--- src/rtl/prm_scan_pkg.sv ---
// prm_scan_pkg
// Shared definitions for the edge-scan controller: default widths and the
// controller state encoding.
package prm_scan_pkg;

    localparam int CODE_W_DEF = 15;  // voxel code width (checker inputs A..O)
    localparam int N_EDGE_DEF = 64;  // checker instances / roadmap edges

    typedef enum logic [1:0] {
        IDLE  = 2'd0,
        SCAN  = 2'd1,
        DRAIN = 2'd2,
        DONE  = 2'd3
    } scan_state_t;

endpackage

--- src/rtl/prm_tag_pipe.sv ---
// prm_tag_pipe
// DEPTH-deep 1-bit shift register that travels alongside the checker bank.
// A 1 entering shift_in marks a cycle whose chk_code is a real voxel.
// tag_out says the checker mask currently presented belongs to such a voxel.
// Ports:
//   clk, rst   : clock, asynchronous active-high reset
//   shift_in   : tag entering stage 0
//   tag_out    : last stage
//   any_valid  : OR of all stages (results still in flight)
import prm_scan_pkg::*;

module prm_tag_pipe #(
    parameter int DEPTH = 1
) (
    input  logic clk,
    input  logic rst,
    input  logic shift_in,
    output logic tag_out,
    output logic any_valid
);

    logic [DEPTH-1:0] stage_reg;
    logic [DEPTH-1:0] stage_next;

    assign stage_next[0] = shift_in;

    generate
        for (genvar gi = 1; gi < DEPTH; gi++) begin : g_stage
            assign stage_next[gi] = stage_reg[gi-1];
        end
    endgenerate

    always_ff @(posedge clk or posedge rst) begin
        if (rst) begin
            stage_reg <= '0;
        end else begin
            stage_reg <= stage_next;
        end
    end

    assign tag_out   = stage_reg[DEPTH-1];
    assign any_valid = |stage_reg;

endmodule

--- src/rtl/prm_edge_scan_ctrl.sv ---
// prm_edge_scan_ctrl
// Streams a frame of obstacle voxel codes into the per-edge checker bank.
// It ORs the returned edge masks into a sticky blocked vector.
// It then offers the vector to the planner with a valid/ready handshake.
// Ports:
//   clk, rst                 : clock, asynchronous active-high reset
//   start                    : begin a new frame (honoured only when idle)
//   vox_valid/code/last/ready: voxel input stream
//   chk_code                 : registered code fanned out to every checker
//   chk_mask                 : per-edge hit bits back from the checker bank
//   blocked, vox_count       : accumulated result and accepted-voxel count
//   result_valid/ready       : result handshake to the planner
//   busy                     : controller is not idle
import prm_scan_pkg::*;

module prm_edge_scan_ctrl #(
    parameter int CODE_W  = CODE_W_DEF,
    parameter int N_EDGE  = N_EDGE_DEF,
    parameter int CHK_LAT = 1,   // checker latency in cycles, must be >= 1
    parameter int CNT_W   = 16
) (
    input  logic              clk,
    input  logic              rst,
    input  logic              start,
    input  logic              vox_valid,
    input  logic [CODE_W-1:0] vox_code,
    input  logic              vox_last,
    output logic              vox_ready,
    output logic [CODE_W-1:0] chk_code,
    input  logic [N_EDGE-1:0] chk_mask,
    output logic [N_EDGE-1:0] blocked,
    output logic [CNT_W-1:0]  vox_count,
    output logic              result_valid,
    input  logic              result_ready,
    output logic              busy
);

    scan_state_t       state_reg, state_next;
    logic [CODE_W-1:0] chk_code_reg;
    logic [N_EDGE-1:0] blocked_reg;
    logic [CNT_W-1:0]  count_reg;
    logic              accept;
    logic              tag_out;
    logic              tag_any;

    assign accept = vox_valid && (state_reg == SCAN);

    // Tags follow each accepted code through the checker latency so the mask
    // is only sampled when it belongs to a real voxel.
    prm_tag_pipe #(
        .DEPTH (CHK_LAT)
    ) u_tag_pipe (
        .clk       (clk),
        .rst       (rst),
        .shift_in  (accept),
        .tag_out   (tag_out),
        .any_valid (tag_any)
    );

    always_ff @(posedge clk or posedge rst) begin
        if (rst) begin
            state_reg <= IDLE;
        end else begin
            state_reg <= state_next;
        end
    end

    always_comb begin
        state_next   = state_reg;
        vox_ready    = 1'b0;
        result_valid = 1'b0;
        busy         = 1'b1;
        case (state_reg)
            IDLE: begin
                busy = 1'b0;
                if (start) begin
                    state_next = SCAN;
                end
            end
            SCAN: begin
                vox_ready = 1'b1;
                if (accept && vox_last) begin
                    state_next = DRAIN;
                end
            end
            DRAIN: begin
                // The final mask is folded in on the edge where the last
                // tag leaves, so the pipe reads empty one cycle later.
                if (!tag_any) begin
                    state_next = DONE;
                end
            end
            DONE: begin
                result_valid = 1'b1;
                if (result_ready) begin
                    state_next = IDLE;
                end
            end
            default: state_next = IDLE;
        endcase
    end

    always_ff @(posedge clk or posedge rst) begin
        if (rst) begin
            chk_code_reg <= '0;
            blocked_reg  <= '0;
            count_reg    <= '0;
        end else begin
            if (accept) begin
                chk_code_reg <= vox_code;
            end
            if (state_reg == IDLE && start) begin
                blocked_reg <= '0;
                count_reg   <= '0;
            end else begin
                if (tag_out) begin
                    blocked_reg <= blocked_reg | chk_mask;
                end
                if (accept && (count_reg != {CNT_W{1'b1}})) begin
                    count_reg <= count_reg + CNT_W'(1);
                end
            end
        end
    end

    assign chk_code  = chk_code_reg;
    assign blocked   = blocked_reg;
    assign vox_count = count_reg;

endmodule
--- config.mk ---
export PLATFORM = sky130hd
export DESIGN_NAME = prm_edge_scan_ctrl
export DESIGN_NICKNAME = d
export VERILOG_FILES = /design/src/rtl/prm_scan_pkg.sv /design/src/rtl/prm_tag_pipe.sv /design/src/rtl/prm_edge_scan_ctrl.sv
export SDC_FILE = /design/constraint.sdc
export NUM_CORES = 1
export LEC_CHECK = 0
export ABC_AREA = 1
export BUFFER_PORTS_ARGS = -buffer_cell sky130_fd_sc_hd__buf_2
export CORE_ASPECT_RATIO = 0.8
export CORE_MARGIN = 8
export CORE_UTILIZATION = 50
export CTS_CLUSTER_DIAMETER = 150
export DETAILED_ROUTE_END_ITERATION = 8
export GPL_TIMING_DRIVEN = 0
export HOLD_SLACK_MARGIN = 0.05
export PLACE_DENSITY = 0.87
export SLEW_MARGIN = 0
export SYNTH_ARGS = -nofsm -noshare
export SYNTH_HDL_FRONTEND = slang
export SYNTH_HIERARCHICAL = 1
export SYNTH_SLANG_ARGS = --single-unit
--- constraint.sdc ---
create_clock -name clk -period 3.9 [get_ports clk]
set_input_delay 0.195 -clock clk [delete_from_list [all_inputs] [get_ports clk]]
set_output_delay 0.195 -clock clk [all_outputs]
set_load 0.03 [all_outputs]
==> flow_summary.ini, run 1 <==
[critical_path]
worst-setup-path-type = reg2reg
endpoint_kind = register
timing.critical_path.max_delay_family = buffers and inverters
timing.critical_path.from = state_reg[0]
path_buf_inv = 4
worstSetupStartpointType = register
arrival_time_at_the_worst_endpoint_ns = 2.27
path_cells = inv_1, ha_1, nand2_1, clkbuf_1, clkbuf_1, o21ai_0, inv_1
crit_fanout = 10
critical_path.slowest_cell = clkbuf_1
required_ns = 4.17
crit-reg2reg-launch = state_reg[0]
worst_path_largest_cell_delay_ns = 0.43

[timing]
fin_skew_ns = 0.00801
min_period_ns = 2.00
timing.final.hold_violations = 0
setup_tns_ns = 0
rsz0062_at_grt = false
setup_viol = 0
count_of_pins_over_their_slew_limit = 0
maxSlewHeadroom = 0.641
max_slew.worst_pin.slew_ns = 0.539
max_clock_freq_mhz = 500
min_period_over_period = 0.513

[pwr]
power.net_switching_uw = 1950
power_per_cell_area_nw_per_um2 = 715
share_clk_of_total_power = 0.202
internal_power_uw = 2340
netSwitchingFraction = 0.455
power.leakage_uw = 0.00410
worst_ir_drop_vdd_mv = 0.428
p_total_uw = 4290
power.share.sequential = 0.359
share_comb_of_total_power = 0.439

[clock_network]
clk-insertion-delay-late_ns = 0.34
h-tree-depth = 3
cts_tree = yes
post_cts_resize_count = 0
cts-root-to-sink-buffers = 2
cts_root_buffer_type = clkbuf_16
clock_sink_count = 98
clk_pin_slew_worst_paths_ns = 0.07
numCtsBuffers = 9

[die]
num_io_pins = 183
die_y_um = 101
initial_core_util = 0.508
die-area_um2 = 12400
die_width_um = 122
num_rows = 31
core_um2 = 8920

[synth]
synth.distinct_cells = 22
netlist_area_um2 = 4530
syn-instance-count = 584
synth_seq_area_share = 0.541
netlist.top_cell.by_area = dfrtp_1
postSynthRegisterBits = 98
synth_top_cell_area_share = 0.541
biggest_area_contributors_in_the_synthesized_netlist = dfrtp_1, nand2_1, inv_1
yosysWarnings = 6
syn_avg_cell_area_um2 = 7.76
postSynthNetCount = 674

[cells_and_area]
largest_register_ffs = 64
layout.cells.non_filler = 906
num-nets-final = 876
multi_input_area_um2 = 1430
insertedDiodeCount = 0
final.fill_count = 762
layout.cells.most_common_list = buf_2, nand2_1, inv_1, dfrtp_1, o21ai_0
area_delta_synth_final_pct = 32.3
drive_above_1_share = 0.267
mostFrequentLayoutCell = buf_2
seq_cell_area_um2 = 2450

[route]
drt_pre_antenna_iters = 5
drt-initial-drc-count = 277
antenna_violating_nets_post_route = 0
drt-wirelength-per-cell_um = 13.6
drc = 0
totalWireLength_um = 12300
detailroute.via_count = 4179
route.detailed.vias_per_inst = 4.61

[global_routing]
grt_first_pass_wirelength_um = 20300
via_count_of_the_first_global_routing_pass = 4274
maximum_number_of_pins_on_one_net_before_global_route_repair = 60
groute.usage.overall = 0.205
grt_antenna_before_repair = 0
grt_remaining_overflow = 0

[job]
maxCapViolations = 0

[placement]
gpl.final_weighted_congestion = 0.812
place.port_buffers = 182
numPlacedInstances = 882
place_hpwl_um = 9280

[status]
status = complete, no violations

[min_path]
hold_path.class = in2reg
min-delay-start = vox_code[14]
==> cells in the mapped netlist (all sizes together) <==
library cell  number
ha                 5
nand3             28
nand4              4
xor2               5
o22ai              1
xnor2              1
clkbuf            15
o21ai             69
nor3               1
clkinv             1
inv              148
dfrtp             98
nor2              20
buf                6
nand2            182
==> timing repair <==
item                      4_1_cts  5_1_grt
hold buffers                    8        0
buffers inserted                0        0
hold endpoints to repair       46        0
==> per-layer routing <==
layer	GRT usage	up-vias	wire [um]
met5	0	-	0
met4	0.0467	0	143
met3	0.0735	13	1030
met2	0.359	129	6110
met1	0.236	1925	5010
li1	-	2112	-
==> final timing paths <==
path                                        endpoint  slack [ns]  depth (start not counted)
worst max register to register           blocked[35]        1.90                          7
worst min-delay path                    chk_code[14]        0.06                          3
worst min register to register           chk_code[0]        0.47                          2
worst max-delay path                     blocked[35]        1.90                          7
min in group asynchronous       u_tag_pipe/any_valid        0.28                          3
max in group asynchronous                 blocked[7]        2.77                          4
==> metrics by stage <==
stage / cell area (um^2) / setup slack (ns) / util / hold slack, ns
floorplan: 4530 / 1.17 / - / -0.0763
global placement: 5590 / 0.0711 / 0.627 / 0.0376
detailed placement: 5620 / 1.92 / 0.630 / 0.0648
CTS: 6000 / 1.89 / 0.672 / 0.0538
global route: 6000 / 1.65 / 0.672 / 0.0526
finish: 6000 / 1.90 / 0.672 / 0.0561
==> cell type report <==
cell class,instances,share of cell area
clock inverter,6,0.00981
clock buffer,10,0.0398
buffer,21,0.0156
multi-input combinational,316,0.238
tap,115,0.0240
timing repair buffer,191,0.170
inverter,149,0.0937
sequential,98,0.409
==> logic make-up (layout without fill, tap and decap cells) <==
group           after synthesis  count (layout)  synth area share
compound gates               70              70            0.0800
xor+xnor                      6               6            0.0116
fa+ha+maj                     5               5            0.0138
buf+inv                     170             377             0.144
flops                        98              98             0.541
simple gates                235             235             0.210
==> power groups by stage <==
| stage | Combinational, uW | Clock [uW] | Sequential (uW) |
|---|---|---|---|
| 2_1_floorplan | 631 | 0 | 2180 |
| 3_3_place_gp | 1850 | 0 | 1530 |
| 3_5_place_dp | 1910 | 0 | 1530 |
| 4_1_cts | 1910 | 881 | 1530 |
| 5_1_grt | 2070 | 925 | 1580 |
| 6_report | 1880 | 865 | 1540 |
==> worst min-delay path, cell delays in order <==
cell	delay (ns)
buf_2	0.07
nand2_1	0.04
nand2_1	0.05
Note: power is estimated with default switching activity, not from simulation.
==> inputs of run 2 (changes only) <==
--- a/config.mk
+++ b/config.mk
@@ -9,12 +9,12 @@
 export BUFFER_PORTS_ARGS = -buffer_cell sky130_fd_sc_hd__buf_2
 export CORE_ASPECT_RATIO = 0.8
 export CORE_MARGIN = 8
-export CORE_UTILIZATION = 50
+export CORE_UTILIZATION = 44
 export CTS_CLUSTER_DIAMETER = 150
 export DETAILED_ROUTE_END_ITERATION = 8
 export GPL_TIMING_DRIVEN = 0
 export HOLD_SLACK_MARGIN = 0.05
-export PLACE_DENSITY = 0.87
+export PLACE_DENSITY = 0.82
 export SLEW_MARGIN = 0
 export SYNTH_ARGS = -nofsm -noshare
 export SYNTH_HDL_FRONTEND = slang
==> constraint.sdc (replaced) <==
create_clock -name clk -period 1.65 [get_ports clk]
set_input_delay 0.0825 -clock clk [delete_from_list [all_inputs] [get_ports clk]]
set_output_delay 0.0825 -clock clk [all_outputs]
set_load 0.03 [all_outputs]
==> run 2 against run 1 <==
  * Die area is 12% higher
  * Core utilization shrank 0.11 points
  * Register-to-register slack lost 1.8 ns
  * Critical path depth up 2
  * Worst setup slack lost 1.8 ns
  * Cell area rose by 14%
  * Critical path type unchanged
  * Non-clock buffer count rose by 72
  * Sequential power increased by 140%
==> flow_summary.ini, run 2 (synthesis gave the netlist of run 1 again) <==
[status]
status = complete, no violations

[cells_and_area]
layout.cells.non_filler = 1005
drive_above_1_share = 0.271
final.fill_count = 788
postLayoutCellArea_um2 = 6820
mostFrequentLayoutCell = buf_2
area_delta_synth_final_pct = 50.3
num-nets-final = 948
layout.cells.most_common_list = buf_2, nand2_1, inv_1, dfrtp_1, dlygate4sd3_1
largest_register_ffs = 64

[min_path]
hold_path.class = in2reg
hold_end = blocked[20]
min-delay-start = chk_mask[20]
hold_path_depth = 5

[global_routing]
grt_remaining_overflow = 0
via_count_of_the_first_global_routing_pass = 4708
grt_first_pass_wirelength_um = 23700
maximum_number_of_pins_on_one_net_before_global_route_repair = 40
grt_antenna_before_repair = 1
groute.usage.overall = 0.217

[placement]
gpl.final_weighted_congestion = 0.790
place.port_buffers = 182
numPlacedInstances = 908
dpl_cell_area_um2 = 5670
place_hpwl_um = 9290

[critical_path]
worst-r2r-cell-count = 9
path_buf_inv = 1
crit-reg2reg-launch = vox_count[1]
required_ns = 1.88
crit_cells = 9
critical_path.reg2reg.endpoint = vox_count[15]
worst-setup-path-type = reg2reg
arrival_time_at_the_worst_endpoint_ns = 1.82
critical_path.slowest_cell = dfrtp_2
timing.critical_path.max_delay_family = simple AND/OR/NAND/NOR gates
worstSetupStartpointType = register
crit_fanout = 5
path_cells = ha_2, nand2_2, nor2_4, nand2_2, nor2_4, nor3_4, buf_6, nand2_1, nand2_1
worst_path_largest_cell_delay_ns = 0.40
endpoint_kind = register
reg2reg_slack_ns = 0.06

[route]
wl_met1_um = 5860
route.detailed.vias_per_inst = 4.61
topRoutingLayerUsed = met4
detailroute.via_count = 4634
totalWireLength_um = 15000
drc = 0
met3WireLength_um = 1370
drt-wirelength-per-cell_um = 14.9
drt-initial-drc-count = 208
drt_pre_antenna_iters = 5
detailed_route_wirelength_on_metal2_um = 7320
antenna_violating_nets_post_route = 0

[pwr]
power.leakage_uw = 0.00443
power_per_cell_area_nw_per_um2 = 1550
worst_ir_drop_vdd_mv = 1.01

[timing]
max_slew.worst_pin.slew_ns = 0.605
rsz0062_at_grt = true
max_clock_freq_mhz = 630
min_period_over_period = 0.963
count_of_pins_over_their_slew_limit = 0
maxSlewHeadroom = 0.596
setup_viol = 0
fin_skew_ns = 0.0131
timing.final.hold_violations = 0
min_period_ns = 1.59

[clock_network]
cts_tree = yes
h-tree-depth = 3
numCtsBuffers = 9
clk-insertion-delay-late_ns = 0.35
cts-root-to-sink-buffers = 2
clk_pin_slew_worst_paths_ns = 0.07
cts_root_buffer_type = clkbuf_16
clock_sink_count = 98

[die]
num_io_pins = 183
die_y_um = 107
die-area_um2 = 13800
initial_core_util = 0.446
core_um2 = 10200
die_width_um = 129
num_rows = 33

[job]
maxCapViolations = 0
-- run 2: changes by cell type in the layout (fill, tap and decap cells not counted), sizes merged --
| cell | previous run | this run |
|---|---|---|
| buf | 189 | 196 |
| clkbuf | 25 | 22 |
| clkinv | 4 | 3 |
| diode | 0 | 2 |
| dlygate4sd3 | 8 | 75 |
| inv | 150 | 152 |
-- run 2: how the worst max path moves through the flow --
| stage | startpoint | endpoint | slack, ns |
|---|---|---|---|
| 2_1_floorplan | state_reg[1] | vox_count[2] | 0.06 |
| 3_3_place_gp | rst | vox_count[0] | -0.40 |
| 3_5_place_dp | state_reg[0] | blocked[36] | -0.35 |
| 4_1_cts | vox_count[1] | vox_count[8] | 0.03 |
| 5_1_grt | vox_count[0] | vox_count[11] | -0.03 |
| 6_report | vox_count[1] | vox_count[15] | 0.06 |
-- run 2: power breakdown --
group,internal [uW],switching [uW],total (uW),leakage (uW)
registers,3210,443,3650,0.00128
clock network,1070,1030,2100,0.000147
logic,1420,3380,4790,0.00301
total,5690,4850,10500,0.00443
-- run 2: area by class of cell --
class | instances | area [um^2] | area share
Antenna cell | 2 | 5.00 | 0.000734
Buffer | 20 | 124 | 0.0182
Clock buffer | 9 | 225 | 0.0330
Clock inverter | 7 | 70.1 | 0.0103
Inverter | 149 | 566 | 0.0830
Multi-Input combinational cell | 316 | 1460 | 0.214
Sequential cell | 98 | 2450 | 0.360
Tap cell | 140 | 175 | 0.0257
Timing Repair Buffer | 264 | 1740 | 0.255
-- run 2: timing repair --
action	in CTS	in global routing
cloned	0	1
setup endpoints to repair	83	80
endpoints found under the hold margin	98	0
setup buffers	0	4
pin swaps	1	3
gates resized for setup	10	27
hold buffers	75	0
-- run 2: stage by stage --
stage	total power, uW	setup slack (ns)	hold WS (ns)	utilization	TNS [ns]
global placement	8030	-0.399	-0.0543	0.554	-43.79
floorplan	6650	0.0592	-0.189	-	0
detailed placement	8130	-0.351	-0.0503	0.558	-19.96
CTS	10400	0.0259	0.0525	0.662	0
finish	10500	0.0617	0.0580	0.671	0
global route	11200	-0.0318	0.0737	0.671	-0.275
-- run 2: layer usage --
layer  global-route usage  vias to the layer above
met1                0.246                     2114
met3               0.0853                       38
met5                    0                        -
li1                     -                     2266
met2                0.358                      216
met4               0.0968                        0
-- run 2: tightest hold or removal path, stage by stage --
cell     delay [ns]
buf_2          0.07
nand2_1        0.05
inv_1          0.05
o21ai_0        0.07
inv_1          0.05
